[config.mk]
export PLATFORM = sky130hd
export DESIGN_NAME = ssr_cmd_seq
export DESIGN_NICKNAME = d
export VERILOG_FILES = /design/src/rtl/ssr_pkg.sv /design/src/rtl/ssr_cmd_seq.sv
export SDC_FILE = /design/constraint.sdc
export NUM_CORES = 1
export LEC_CHECK = 0
export ABC_AREA = 1
export CAP_MARGIN = 20
export CORE_MARGIN = 8
export CORE_UTILIZATION = 42
export CTS_CLUSTER_DIAMETER = 60
export DETAILED_ROUTE_END_ITERATION = 12
export DONT_BUFFER_PORTS = 1
export REMOVE_ABC_BUFFERS = 1
export SYNTH_ARGS = -nofsm -noshare
export SYNTH_HDL_FRONTEND = slang
export SYNTH_SLANG_ARGS = --single-unit
[constraint.sdc]
create_clock -name clk -period 4.28 [get_ports clk]
set_input_delay 0.214 -clock clk [delete_from_list [all_inputs] [get_ports clk]]
set_output_delay 0.214 -clock clk [all_outputs]
set_load 0.02 [all_outputs]
[src/rtl/ssr_pkg.sv]
// Shared definitions for the SSR command sequencer:
// opcodes, SSR control codes and FSM state encoding.
package ssr_pkg;

  localparam int DEF_DATA_W = 64;
  localparam int DEF_IDX_W  = 6;

  localparam logic [2:0] SSR_HOLD = 3'b000;
  localparam logic [2:0] SSR_LOAD = 3'b001;
  localparam logic [2:0] SSR_SHL  = 3'b010;
  localparam logic [2:0] SSR_SHR  = 3'b011;
  localparam logic [2:0] SSR_CLR  = 3'b100;
  localparam logic [2:0] SSR_SET  = 3'b101;

  localparam logic [2:0] OP_NOP   = 3'b000;
  localparam logic [2:0] OP_LOAD  = 3'b001;
  localparam logic [2:0] OP_SHL   = 3'b010;
  localparam logic [2:0] OP_SHR   = 3'b011;
  localparam logic [2:0] OP_CLRB  = 3'b100;
  localparam logic [2:0] OP_SETB  = 3'b101;
  localparam logic [2:0] OP_CLRHI = 3'b110;
  localparam logic [2:0] OP_ILL   = 3'b111;

  typedef enum logic [1:0] {
    ST_IDLE = 2'd0,
    ST_RUN  = 2'd1,
    ST_DONE = 2'd2
  } state_t;

endpackage

[src/rtl/ssr_cmd_seq.sv]
// Expands one accepted command into a timed run of
// SSR control codes, then pulses cmd_done.
module ssr_cmd_seq
  import ssr_pkg::*;
#(
  parameter int DATA_W = DEF_DATA_W,
  parameter int IDX_W  = DEF_IDX_W
) (
  input  logic              clk,
  input  logic              rst_n,
  input  logic              cmd_valid,
  output logic              cmd_ready,
  input  logic [2:0]        cmd_op,
  input  logic [IDX_W-1:0]  cmd_amt,
  input  logic [DATA_W-1:0] cmd_data,
  output logic              cmd_done,
  output logic              cmd_err,
  output logic [2:0]        ssr_s,
  output logic [IDX_W-1:0]  ssr_ii,
  output logic [DATA_W-1:0] ssr_data_in
);

  localparam logic [IDX_W:0] ONE_N  = (IDX_W+1)'(1);
  localparam logic [IDX_W:0] FULL_N = (IDX_W+1)'(DATA_W);
  localparam logic [IDX_W-1:0] TOP_II = IDX_W'(DATA_W-1);

  state_t            state, state_n;
  logic [IDX_W:0]    cnt, cnt_n, num;
  logic [2:0]        op, op_n;
  logic [2:0]        code, s_n;
  logic [IDX_W-1:0]  first_ii, ii_n;
  logic [DATA_W-1:0] data_n;
  logic              done_n, err_n, ready_n;

  // issue count and first code of the offered command
  always_comb begin
    num      = '0;
    code     = SSR_HOLD;
    first_ii = ssr_ii;
    case (cmd_op)
      OP_LOAD: begin
        num  = ONE_N;
        code = SSR_LOAD;
      end
      OP_SHL: begin
        num  = {1'b0, cmd_amt};
        code = SSR_SHL;
      end
      OP_SHR: begin
        num  = {1'b0, cmd_amt};
        code = SSR_SHR;
      end
      OP_CLRB: begin
        num      = ONE_N;
        code     = SSR_CLR;
        first_ii = cmd_amt;
      end
      OP_SETB: begin
        num      = ONE_N;
        code     = SSR_SET;
        first_ii = cmd_amt;
      end
      OP_CLRHI: begin
        num      = FULL_N - {1'b0, cmd_amt};
        code     = SSR_CLR;
        first_ii = TOP_II;
      end
      default: ;
    endcase
  end

  always_comb begin
    state_n = state;
    cnt_n   = cnt;
    op_n    = op;
    s_n     = SSR_HOLD;
    ii_n    = ssr_ii;
    data_n  = ssr_data_in;
    done_n  = 1'b0;
    err_n   = 1'b0;
    ready_n = 1'b0;
    unique case (state)
      ST_IDLE: begin
        ready_n = 1'b1;
        if (cmd_valid && cmd_ready) begin
          op_n    = cmd_op;
          ready_n = 1'b0;
          if (num == '0) begin
            state_n = ST_DONE;
            done_n  = 1'b1;
            err_n   = (cmd_op == OP_ILL);
          end else begin
            state_n = ST_RUN;
            cnt_n   = num - ONE_N;
            s_n     = code;
            ii_n    = first_ii;
            if (cmd_op == OP_LOAD)
              data_n = cmd_data;
          end
        end
      end
      ST_RUN: begin
        // cnt counts issues still owed after this cycle
        if (cnt == '0) begin
          state_n = ST_DONE;
          done_n  = 1'b1;
        end else begin
          cnt_n = cnt - ONE_N;
          s_n   = ssr_s;
          if (op == OP_CLRHI)
            ii_n = ssr_ii - IDX_W'(1);
        end
      end
      ST_DONE: begin
        state_n = ST_IDLE;
        ready_n = 1'b1;
      end
      default: state_n = ST_IDLE;
    endcase
  end

  always_ff @(posedge clk) begin
    if (!rst_n) begin
      state       <= ST_IDLE;
      cnt         <= '0;
      op          <= OP_NOP;
      ssr_s       <= SSR_HOLD;
      ssr_ii      <= '0;
      ssr_data_in <= '0;
      cmd_done    <= 1'b0;
      cmd_err     <= 1'b0;
      cmd_ready   <= 1'b1;
    end else begin
      state       <= state_n;
      cnt         <= cnt_n;
      op          <= op_n;
      ssr_s       <= s_n;
      ssr_ii      <= ii_n;
      ssr_data_in <= data_n;
      cmd_done    <= done_n;
      cmd_err     <= err_n;
      cmd_ready   <= ready_n;
    end
  end

endmodule

==> results.cfg, run 1 <==
[global_routing]
grt_pass1_vias = 3600
global_route.usage.total_pct = 17.4
globalRoute.totalOverflow = 0
number_of_antenna_violations_at_the_first_check_in_global_routing = 0
wire_length_of_the_first_global_routing_pass_mm = 17.8
largest_net_degree_at_the_start_of_global_routing = 66

[critical_path]
critPathMaxStageDelay_ns = 0.53
endpoint_kind = flip-flop
timing.critical_path.slowest_stage_cell = sky130_fd_sc_hd__inv_2
cp_max_fo = 65
worstSetupPathType = reg2reg
cp.required_ns = 4.52
crit_family = buffers and inverters
worst-endpoint-arrival_ns = 2.85
worst_path_cell_chain = nand2_1, nor2_4, inv_2, nor4_4, buf_4, inv_2, nor2_1, nor2_1
start_kind = flip-flop
number_of_buffer_and_inverter_stages_on_the_critical_path = 3

[timing]
report.final.hold_viol_count = 0
timing.clock.skew_ns = 0.00756
drv_slew = 0
fin_crit_sh_pct = 61.0
rsz_0062_raised_after_global_routing = no
finalWorstPathRequiredPeriod_ns = 2.61
worst_slew_pin_slew_ns = 1.03
maxSlewHeadroom_pct = 31.3
max_freq_mhz = 383
setup_violations = 0
totalNegativeSetupSlack_ns = 0

[detailed_routing]
wire_per_inst_um = 15.6
first_iter_violations = 300
final_antenna_net_count = 0
wl_mm = 11.0
remaining_drc_errors = 0
drt-vias-per-instance = 5.12
route.vias.total = 3633
number_of_detailed_routing_iterations_run_before_antenna_repair = 5

[job]
drv_cap = 0

[synth]
seq_area_frac_synth_pct = 45.9
synth-warning-count = 0
dominant_cell_type_by_area_after_synthesis = sky130_fd_sc_hd__dfxtp_1
yosys.area.top_type_share_pct = 45.9
postSynthRegisterBits = 88
synthesized_area_per_cell_um2 = 7.04
synth.distinct_cells = 32
synth_area_um2 = 3840
count_of_mapped_cells_out_of_synthesis = 545
netlist_top_cells_area = sky130_fd_sc_hd__dfxtp_1 (46%), sky130_fd_sc_hd__nor2_1 (17%), sky130_fd_sc_hd__o21ai_0 (9.9%)

[floorplan]
io-pin-count = 152
design.core.area_um2 = 9060
rows = 35
initial_core_util_pct = 42.3
die_extent_in_y_um = 112
dieWidth_um = 112
floorplan.die_area_um2 = 12500

[min_path]
path_type_of_the_worst_min_delay_path = in2reg

[clock_tree]
clock_sink_count = 88
clkTransAtPathRegs_ns = 0.09
insertion_delay_ns = 0.35
tritoncts.num_buffers = 9
clockRootBuffer = sky130_fd_sc_hd__clkbuf_8
ctsLongestPathBuffers = 2
tritoncts = done
htreeDepth = 3

[power]
total_leakage_power_nw = 2.15
vdd.ir_drop.worst_v = 0.000173
power_per_cell_area_nw_per_um2 = 418

[cells_and_area]
final_net_count = 672
layout_area_growth_over_synthesis_pct = 22.1
layout_cell_share_with_drive_strength_beyond_1_pct = 6.52
final_cells = 709
antennaDiodeCount = 0
filler_cell_count = 835

[placement]
dp_hpwl_mm = 7.16
numPortBuffers = 0
gp_congestion = 0.850
post-place-cells = 631

[status]
outcome = completed
[cells by family after synthesis]
kind of cell,Yosys count,synth area share [%]
adders and majority gates,3,0.978
AOI/OAI and AO/OA,95,12.7
DFF,88,45.9
buffers and inverters,65,7.30
and+or+nand+nor,291,32.5
xor gates and xnor gates,3,0.685
[registers in the layout, indices dropped and copies added (netlist names)]
name         count
cmd_done         1
cmd_err          1
cmd_ready        1
cnt              7
op               3
ssr_data_in     64
ssr_ii           6
ssr_s            3
state            2
[worst reg2reg max path, stage by stage, from the launching register on]
cell,delay (ns)
sky130_fd_sc_hd__dfxtp_1,0.46
sky130_fd_sc_hd__nand2_1,0.18
sky130_fd_sc_hd__nor2_4,0.23
sky130_fd_sc_hd__inv_2,0.10
sky130_fd_sc_hd__nor4_4,0.13
sky130_fd_sc_hd__buf_4,0.48
sky130_fd_sc_hd__inv_2,0.53
sky130_fd_sc_hd__nor2_1,0.32
sky130_fd_sc_hd__nor2_1,0.08
[area by class of cell]
type                       instances  area [µm²]  share of cell area [%]
inverter                          39         149                    3.18
sequential                        88        1760                    37.6
clock buffer                      10         128                    2.72
timing repair buffer              63         638                    13.6
multi-input combinational        392        1800                    38.3
clock inverter                     6        76.3                    1.63
tap                              111         139                    2.96
[synthesized netlist by cell type, drive strengths merged]
master / number
xor2: 1
xnor2: 2
nand2: 73
a32oi: 1
nor2: 181
or2: 2
buf: 9
o21ai: 82
clkbuf: 17
ha: 3
a21oi: 10
nand3: 23
inv: 39
dfxtp: 88
nor3: 3
nor4: 2
a31oi: 2
nand4: 7
[metrics by stage]
step | cell area [µm²] | hold WS (ns) | power (mW) | util [%] | setup slack, ns
6_report | 4690 | 0.0140 | 1.96 | 51.7 | 1.67
5_1_grt | 4690 | 0.0143 | 2.07 | 51.7 | 1.42
4_1_cts | 4690 | 0.00204 | 1.98 | 51.7 | 1.64
3_5_place_dp | 3850 | 0.305 | 1.32 | 42.5 | 1.66
3_3_place_gp | 3850 | 0.301 | 1.31 | 42.5 | 1.73
2_1_floorplan | 3710 | 0.290 | 1.24 | - | 1.17
[metal layers]
metal  global-route usage, %  wire length, µm
met1                    19.1             4500
met2                    28.7             5150
met3                    8.01             1170
met4                    6.47              210
met5                       0                0
[worst paths after layout]
kind              slack, ns              to      start  cells past startpoint
hold / removal         0.01           op[2]  cmd_op[2]                      2
setup / recovery       1.67  ssr_data_in[1]  cmd_ready                      8
hold reg to reg        0.46           op[1]      op[1]                      2
setup reg to reg       1.67  ssr_data_in[1]  cmd_ready                      8
[power by group]
| group | internal, mW | switching (mW) | leakage [nW] |
|---|---|---|---|
| Clock | 0.281 | 0.314 | 0.103 |
| Combinational | 0.152 | 0.242 | 1.33 |
| Sequential | 0.881 | 0.0864 | 0.715 |
| Total | 1.31 | 0.643 | 2.15 |
[cell usage in the layout (no fill, tap or decap), types with 3 or more instances in the layout]
master and count:
sky130_fd_sc_hd__clkbuf_8 9, sky130_fd_sc_hd__dlygate4sd3_1 61, sky130_fd_sc_hd__nor2_2 4, sky130_fd_sc_hd__nor2_1 175
sky130_fd_sc_hd__nand4_1 7, sky130_fd_sc_hd__nand3_2 3, sky130_fd_sc_hd__a21oi_1 9, sky130_fd_sc_hd__inv_2 4
sky130_fd_sc_hd__ha_1 3, sky130_fd_sc_hd__nand3_1 20, sky130_fd_sc_hd__nand2_4 3, sky130_fd_sc_hd__o21ai_0 76
sky130_fd_sc_hd__nor3_1 3, sky130_fd_sc_hd__inv_1 34, sky130_fd_sc_hd__dfxtp_1 88, sky130_fd_sc_hd__nand2_1 67
sky130_fd_sc_hd__nand2_2 3, sky130_fd_sc_hd__o21ai_1 6
[repair_timing]
item | in CTS | in global routing
resized for setup | 0 | 0
buffers inserted | 0 | 0
hold buffers | 62 | 0
endpoints found under the hold margin | 74 | 0
(Power assumes the default switching activity.)
==> run 2, diff against run 1 <==
==> constraint.sdc (replaced) <==
create_clock -name clk -period 2.7 [get_ports clk]
set_input_delay 0.135 -clock clk [delete_from_list [all_inputs] [get_ports clk]]
set_output_delay 0.135 -clock clk [all_outputs]
set_load 0.02 [all_outputs]
==> results.cfg, run 2 (synthesis gave the netlist of run 1 again) <==
[status]
outcome = completed

[critical_path]
endpoint_kind = flip-flop
worstSetupPathType = reg2reg
capture_instance_of_the_worst_register_to_register_path = ssr_data_in[16]
timing.reg2reg.worst_path_depth = 7
worst-endpoint-arrival_ns = 2.32
start_kind = flip-flop
regToRegSetupSlack_ns = 0.62
regToRegStartpoint = cmd_ready
cp_max_fo = 64
cp.required_ns = 2.94

[clock_tree]
ctsLongestPathBuffers = 2
tritoncts = done
htreeDepth = 3
insertion_delay_ns = 0.35
clock_sink_count = 88
tritoncts.num_buffers = 9
clkTransAtPathRegs_ns = 0.09
postCtsSetupBuffers = 0
clockRootBuffer = sky130_fd_sc_hd__clkbuf_8

[global_routing]
globalRoute.totalOverflow = 0
number_of_antenna_violations_at_the_first_check_in_global_routing = 0
global_route.usage.total_pct = 17.5
wire_length_of_the_first_global_routing_pass_mm = 18.0
largest_net_degree_at_the_start_of_global_routing = 82
grt_pass1_vias = 3621

[floorplan]
rows = 35
io-pin-count = 152
initial_core_util_pct = 42.3
dieWidth_um = 112
die_extent_in_y_um = 112
design.core.area_um2 = 9060
floorplan.die_area_um2 = 12500

[timing]
totalNegativeSetupSlack_ns = 0
rsz_0062_raised_after_global_routing = no
fin_crit_sh_pct = 77.1
drv_slew = 0
hold_slack_ns = 0.0270
setup_violations = 0
finalWorstPathRequiredPeriod_ns = 2.08
max_freq_mhz = 481
timing.clock.skew_ns = 0.00817
worst_slew_pin_slew_ns = 1.06
report.final.hold_viol_count = 0
maxSlewHeadroom_pct = 29.6

[power]
power_switching_share_pct = 32.2
switching_power_mw = 0.991
finalPower_mw = 3.07
power_per_cell_area_nw_per_um2 = 647
total_leakage_power_nw = 2.18
clockPowerShare_pct = 29.3
power.internal_mw = 2.08
vdd.ir_drop.worst_v = 0.000300
comb_power_share_pct = 20.8
power.share.sequential_pct = 49.9

[detailed_routing]
wire_per_inst_um = 15.3
wl_mm = 11.0
drt-vias-per-instance = 5.06
first_iter_violations = 205
number_of_detailed_routing_iterations_run_before_antenna_repair = 5
final_antenna_net_count = 0
remaining_drc_errors = 0
route.vias.total = 3626

[cells_and_area]
layout_cell_share_with_drive_strength_beyond_1_pct = 6.94
layout.cell_area.non_filler_um2 = 4750
layout.cells.most_common_list = sky130_fd_sc_hd__nor2_1 (175), sky130_fd_sc_hd__dfxtp_1 (88), sky130_fd_sc_hd__o21ai_0 (76)
largest-register = ssr_data_in
mostFrequentLayoutCell = sky130_fd_sc_hd__nor2_1
largest_reg_flops = 64
layout_area_growth_over_synthesis_pct = 23.8
final_net_count = 679
fin_util_pct = 52.4
antennaDiodeCount = 0
largest_registers_ranked_by_flip_flop_count = ssr_data_in x64, cnt x7, ssr_ii x6

[min_path]
hold-path-endpoint = op[1]
path_type_of_the_worst_min_delay_path = in2reg
hold_path_startpoint = cmd_op[1]
hold_path_depth = 2

[placement]
dp_hpwl_mm = 7.16
numPortBuffers = 0
gp_congestion = 0.852
placed_standard_cell_area_um2 = 3870

[job]
drv_cap = 0
## run 2: changes by cell type in the layout (fill, tap and decap cells not counted), sizes merged
cell / before / now
buf: 2 / 4
inv: 42 / 40
clkbuf: 10 / 9
clkinv: 2 / 5
dlygate4sd3: 61 / 66
## run 2: critical path, cell delays in order, from the launching register on
cell                      delay, ns
sky130_fd_sc_hd__dfxtp_1       0.46
sky130_fd_sc_hd__nand2_1       0.19
sky130_fd_sc_hd__nor2_4        0.22
sky130_fd_sc_hd__inv_2         0.10
sky130_fd_sc_hd__nor4_4        0.17
sky130_fd_sc_hd__inv_2         0.41
sky130_fd_sc_hd__nor2_1        0.29
sky130_fd_sc_hd__nor2_1        0.08
## run 2: worst max path at each step
stage / start / endpoint / slack (ns)
6_report: cmd_ready / ssr_data_in[16] / 0.62
5_1_grt: cmd_ready / ssr_data_in[4] / 0.46
4_1_cts: cmd_ready / ssr_data_in[4] / 0.65
3_5_place_dp: cmd_ready / ssr_data_in[4] / 0.66
3_3_place_gp: cmd_ready / ssr_data_in[4] / 0.71
2_1_floorplan: cmd_ready / ssr_data_in[0] / -0.41
## run 2: cell type report
class                   count  area, µm²
clock buffers               9        124
repair buffers             70        711
flip-flops and latches     88       1760
multi-input cells         392       1800
inverters                  39        149
fillers                   819       4310
clock inverters             7       71.3
well taps                 111        139
## run 2: metal layers
metal	part of all wire (%)	up-vias	global-route usage [%]
met3	12	14	8.82
met4	1.6	0	6.20
met2	47	167	28.2
met1	40	1604	19.6
met5	0	-	0
li1	-	1841	-
## run 2: timing repair
item,4_1_cts,5_1_grt
resized for setup,0,0
hold buffers,67,0
hold endpoints to repair,83,0
## run 2: stage by stage
stage,cells,worst slack [ns]
finish,716,0.620
global route,716,0.455
CTS,716,0.651
detailed placement,633,0.664
global placement,633,0.714
floorplan,519,-0.410
## run 2: power by group through the flow
stage | clock network, mW | logic [mW] | registers (mW)
after detailed placement | 0 | 0.534 | 1.56
after global routing | 0.983 | 0.732 | 1.54
after floorplan | 0 | 0.430 | 1.54
after CTS | 0.930 | 0.635 | 1.53
after global placement | 0 | 0.528 | 1.56
final | 0.901 | 0.638 | 1.53
==> run 3, diff against run 2 <==
--- a/config.mk
+++ b/config.mk
@@ -5,7 +5,7 @@
 export SDC_FILE = /design/constraint.sdc
 export NUM_CORES = 1
 export LEC_CHECK = 0
-export ABC_AREA = 1
+export ABC_AREA = 0
 export CAP_MARGIN = 20
 export CORE_MARGIN = 8
 export CORE_UTILIZATION = 42
==> constraint.sdc (replaced) <==
create_clock -name clk -period 1.74 [get_ports clk]
set_input_delay 0.087 -clock clk [delete_from_list [all_inputs] [get_ports clk]]
set_output_delay 0.087 -clock clk [all_outputs]
set_load 0.02 [all_outputs]
==> results.cfg, run 3 <==
[placement]
post-place-cells = 607
gp_congestion = 0.867
placed_standard_cell_area_um2 = 4250
numPortBuffers = 0
dp_hpwl_mm = 8.12
place_ws_ns = -0.315

[power]
total_leakage_power_nw = 2.56
vdd.ir_drop.worst_v = 0.000548
finalPower_mw = 5.09
power_per_cell_area_nw_per_um2 = 801

[detailed_routing]
final_antenna_net_count = 0
wl_mm = 15.7
remaining_drc_errors = 0
dr.max_layer_used = met4
m1WireLength_mm = 5.76
first_iter_violations = 336
wl_met3_mm = 1.22
wire_per_inst_um = 21.9
route.vias.total = 4160
number_of_detailed_routing_iterations_run_before_antenna_repair = 4
met2RoutedLength_mm = 8.08
drt-vias-per-instance = 5.79

[cells_and_area]
layout.cells.most_common_list = sky130_fd_sc_hd__dfxtp_1 (85), sky130_fd_sc_hd__nand2_1 (84), sky130_fd_sc_hd__dlygate4sd3_1 (68)
fin_util_pct = 69.7
multi_input_area_um2 = 2670
layout_cell_share_with_drive_strength_beyond_1_pct = 41.7
final_cells = 719
ff_latch_area_um2 = 1770
final_net_count = 681
filler_cell_count = 645
mostFrequentLayoutCell = sky130_fd_sc_hd__dfxtp_1
largest_registers_ranked_by_flip_flop_count = ssr_data_in x64, cnt x7, ssr_ii x6
largest-register = ssr_data_in
layout_area_growth_over_synthesis_pct = 64.0
layout.cell_area.non_filler_um2 = 6350
largest_reg_flops = 64

[job]
drv_cap = 0

[synth]
synth_top_flop_cell = sky130_fd_sc_hd__dfxtp_1
synth-warning-count = 0
dominant_cell_type_by_area_after_synthesis = sky130_fd_sc_hd__dfxtp_1
synth-edff-count = 0
share_of_flip_flops_with_an_asynchronous_set_or_reset_after_synthesis_pct = 0
synth.distinct_cells = 65
synthesized_area_per_cell_um2 = 8.04
count_of_mapped_cells_out_of_synthesis = 482
yosys.cell_count.top_type = sky130_fd_sc_hd__nand2_1
synth.top_cells.by_count = sky130_fd_sc_hd__nand2_1 (149), sky130_fd_sc_hd__dfxtp_1 (88), sky130_fd_sc_hd__a21oi_1 (77)
postSynthRegisterBits = 88
yosys.area.top_type_share_pct = 45.5
seq_area_frac_synth_pct = 45.5
netlist_top_cells_area = sky130_fd_sc_hd__dfxtp_1 (45%), sky130_fd_sc_hd__nand2_1 (14%), sky130_fd_sc_hd__a21oi_1 (9.9%)
synth_area_um2 = 3870

[timing]
hold_slack_ns = 0.0174
maxSlewHeadroom_pct = 62.8
worst_slack_ns = -0.182
report.final.hold_viol_count = 0
setup_violations = 75
rsz_0062_raised_after_global_routing = yes
drv_slew = 0
timing.clock.skew_ns = 0.0150
worst_slew_pin_slew_ns = 0.557
max_freq_mhz = 520
totalNegativeSetupSlack_ns = -4.03
fin_crit_sh_pct = 110
finalWorstPathRequiredPeriod_ns = 1.92

[floorplan]
floorplan.die_area_um2 = 12600
dieWidth_um = 112
io-pin-count = 152
rows = 35
design.core.area_um2 = 9110
initial_core_util_pct = 42.5
die_extent_in_y_um = 112

[critical_path]
start_kind = flip-flop
cp.required_ns = 1.98
critPathMaxStageDelay_ns = 0.54
endpoint_kind = flip-flop
cp_max_fo = 7
timing.critical_path.slowest_stage_cell = sky130_fd_sc_hd__or4_4
worst_path_cell_chain = or4_4, nor4_4, buf_4, nor2_4, a21oi_4, buf_12, mux2i_1, nor2_1
worstSetupPathType = reg2reg
worst-endpoint-arrival_ns = 2.16

[status]
failing_checks = negative setup slack
outcome = finished with violations

[clock_tree]
ctsLongestPathBuffers = 2
insertion_delay_ns = 0.36
tritoncts = done
clkTransAtPathRegs_ns = 0.09
clock_sink_count = 88
htreeDepth = 3
tritoncts.num_buffers = 9
clockRootBuffer = sky130_fd_sc_hd__clkbuf_8

[global_routing]
globalRoute.totalOverflow = 0
wire_length_of_the_first_global_routing_pass_mm = 19.6
largest_net_degree_at_the_start_of_global_routing = 48
number_of_antenna_violations_at_the_first_check_in_global_routing = 1
global_route.usage.total_pct = 19.0
grt_pass1_vias = 3922

[min_path]
path_type_of_the_worst_min_delay_path = in2reg
-- run 3: cell count changes after synthesis, sizes merged, moves of 4 or more --
cell / before / now
nor3: 3 / 16
a21oi: 10 / 78
inv: 39 / 10
buf: 9 / 14
or3: 0 / 4
nor2b: 0 / 4
nand2: 73 / 149
o21ai: 82 / 9
nand3: 23 / 6
a211oi: 0 / 5
o221a: 0 / 4
mux2i: 0 / 5
nor2: 181 / 23
-- run 3: layout make-up --
cell class | count | share of cell area [%]
antenna | 1 | 0.0394
clock inverter | 6 | 0.827
clock buffer | 10 | 2.01
inverter | 10 | 0.591
timing repair buffer | 139 | 24.5
tap | 111 | 2.19
sequential | 88 | 27.8
multi-input combinational | 354 | 42.1
-- run 3: cells by family after synthesis --
family	share of synthesized area, %
and+or+nand+nor	26.4
AOI/OAI and AO/OA	20.1
DFF	45.5
buffers and inverters	4.84
muxes	1.58
xor gates and xnor gates	0.678
adders and majority gates	0.969
-- run 3: path summary, 6_finish.rpt --
kind                                start  depth (start not counted)  slack (ns)      to
worst min-delay path            cmd_op[0]                          3        0.02   op[0]
worst max register to register     cnt[5]                          8       -0.18  cnt[3]
worst max-delay path               cnt[5]                          8       -0.18  cnt[3]
worst min register to register      op[0]                          2        0.47   op[0]
-- run 3: critical path, delay by kind of cell (launching register included) --
| family | cells | cell delay, ns |
|---|---|---|
| DFF | 1 | 0.33 |
| AOI/OAI and AO/OA | 1 | 0.16 |
| muxes | 1 | 0.18 |
| and+or+nand+nor | 4 | 0.80 |
| buffers and inverters | 2 | 0.34 |
-- run 3: repair_timing --
action / in CTS / in global routing
setup buffers: 2 / 9
setup endpoints to repair: 58 / 80
pin swaps: 8 / 107
endpoints found under the hold margin: 74 / 0
gates resized for setup: 22 / 194
hold buffers: 68 / 0
cloned: 1 / 16
-- run 3: report_power, final --
group,switching (mW),internal (mW),total [mW]
clock network,0.772,0.540,1.31
registers,0.158,2.12,2.28
logic,0.742,0.754,1.50
-- run 3: layer usage --
metal / GRT usage, % / up-vias
met2: 33.1 / 173
met4: 9.80 / 0
met1: 20.0 / 2033
met5: 0 / -
li1: - / 1898
met3: 6.71 / 56
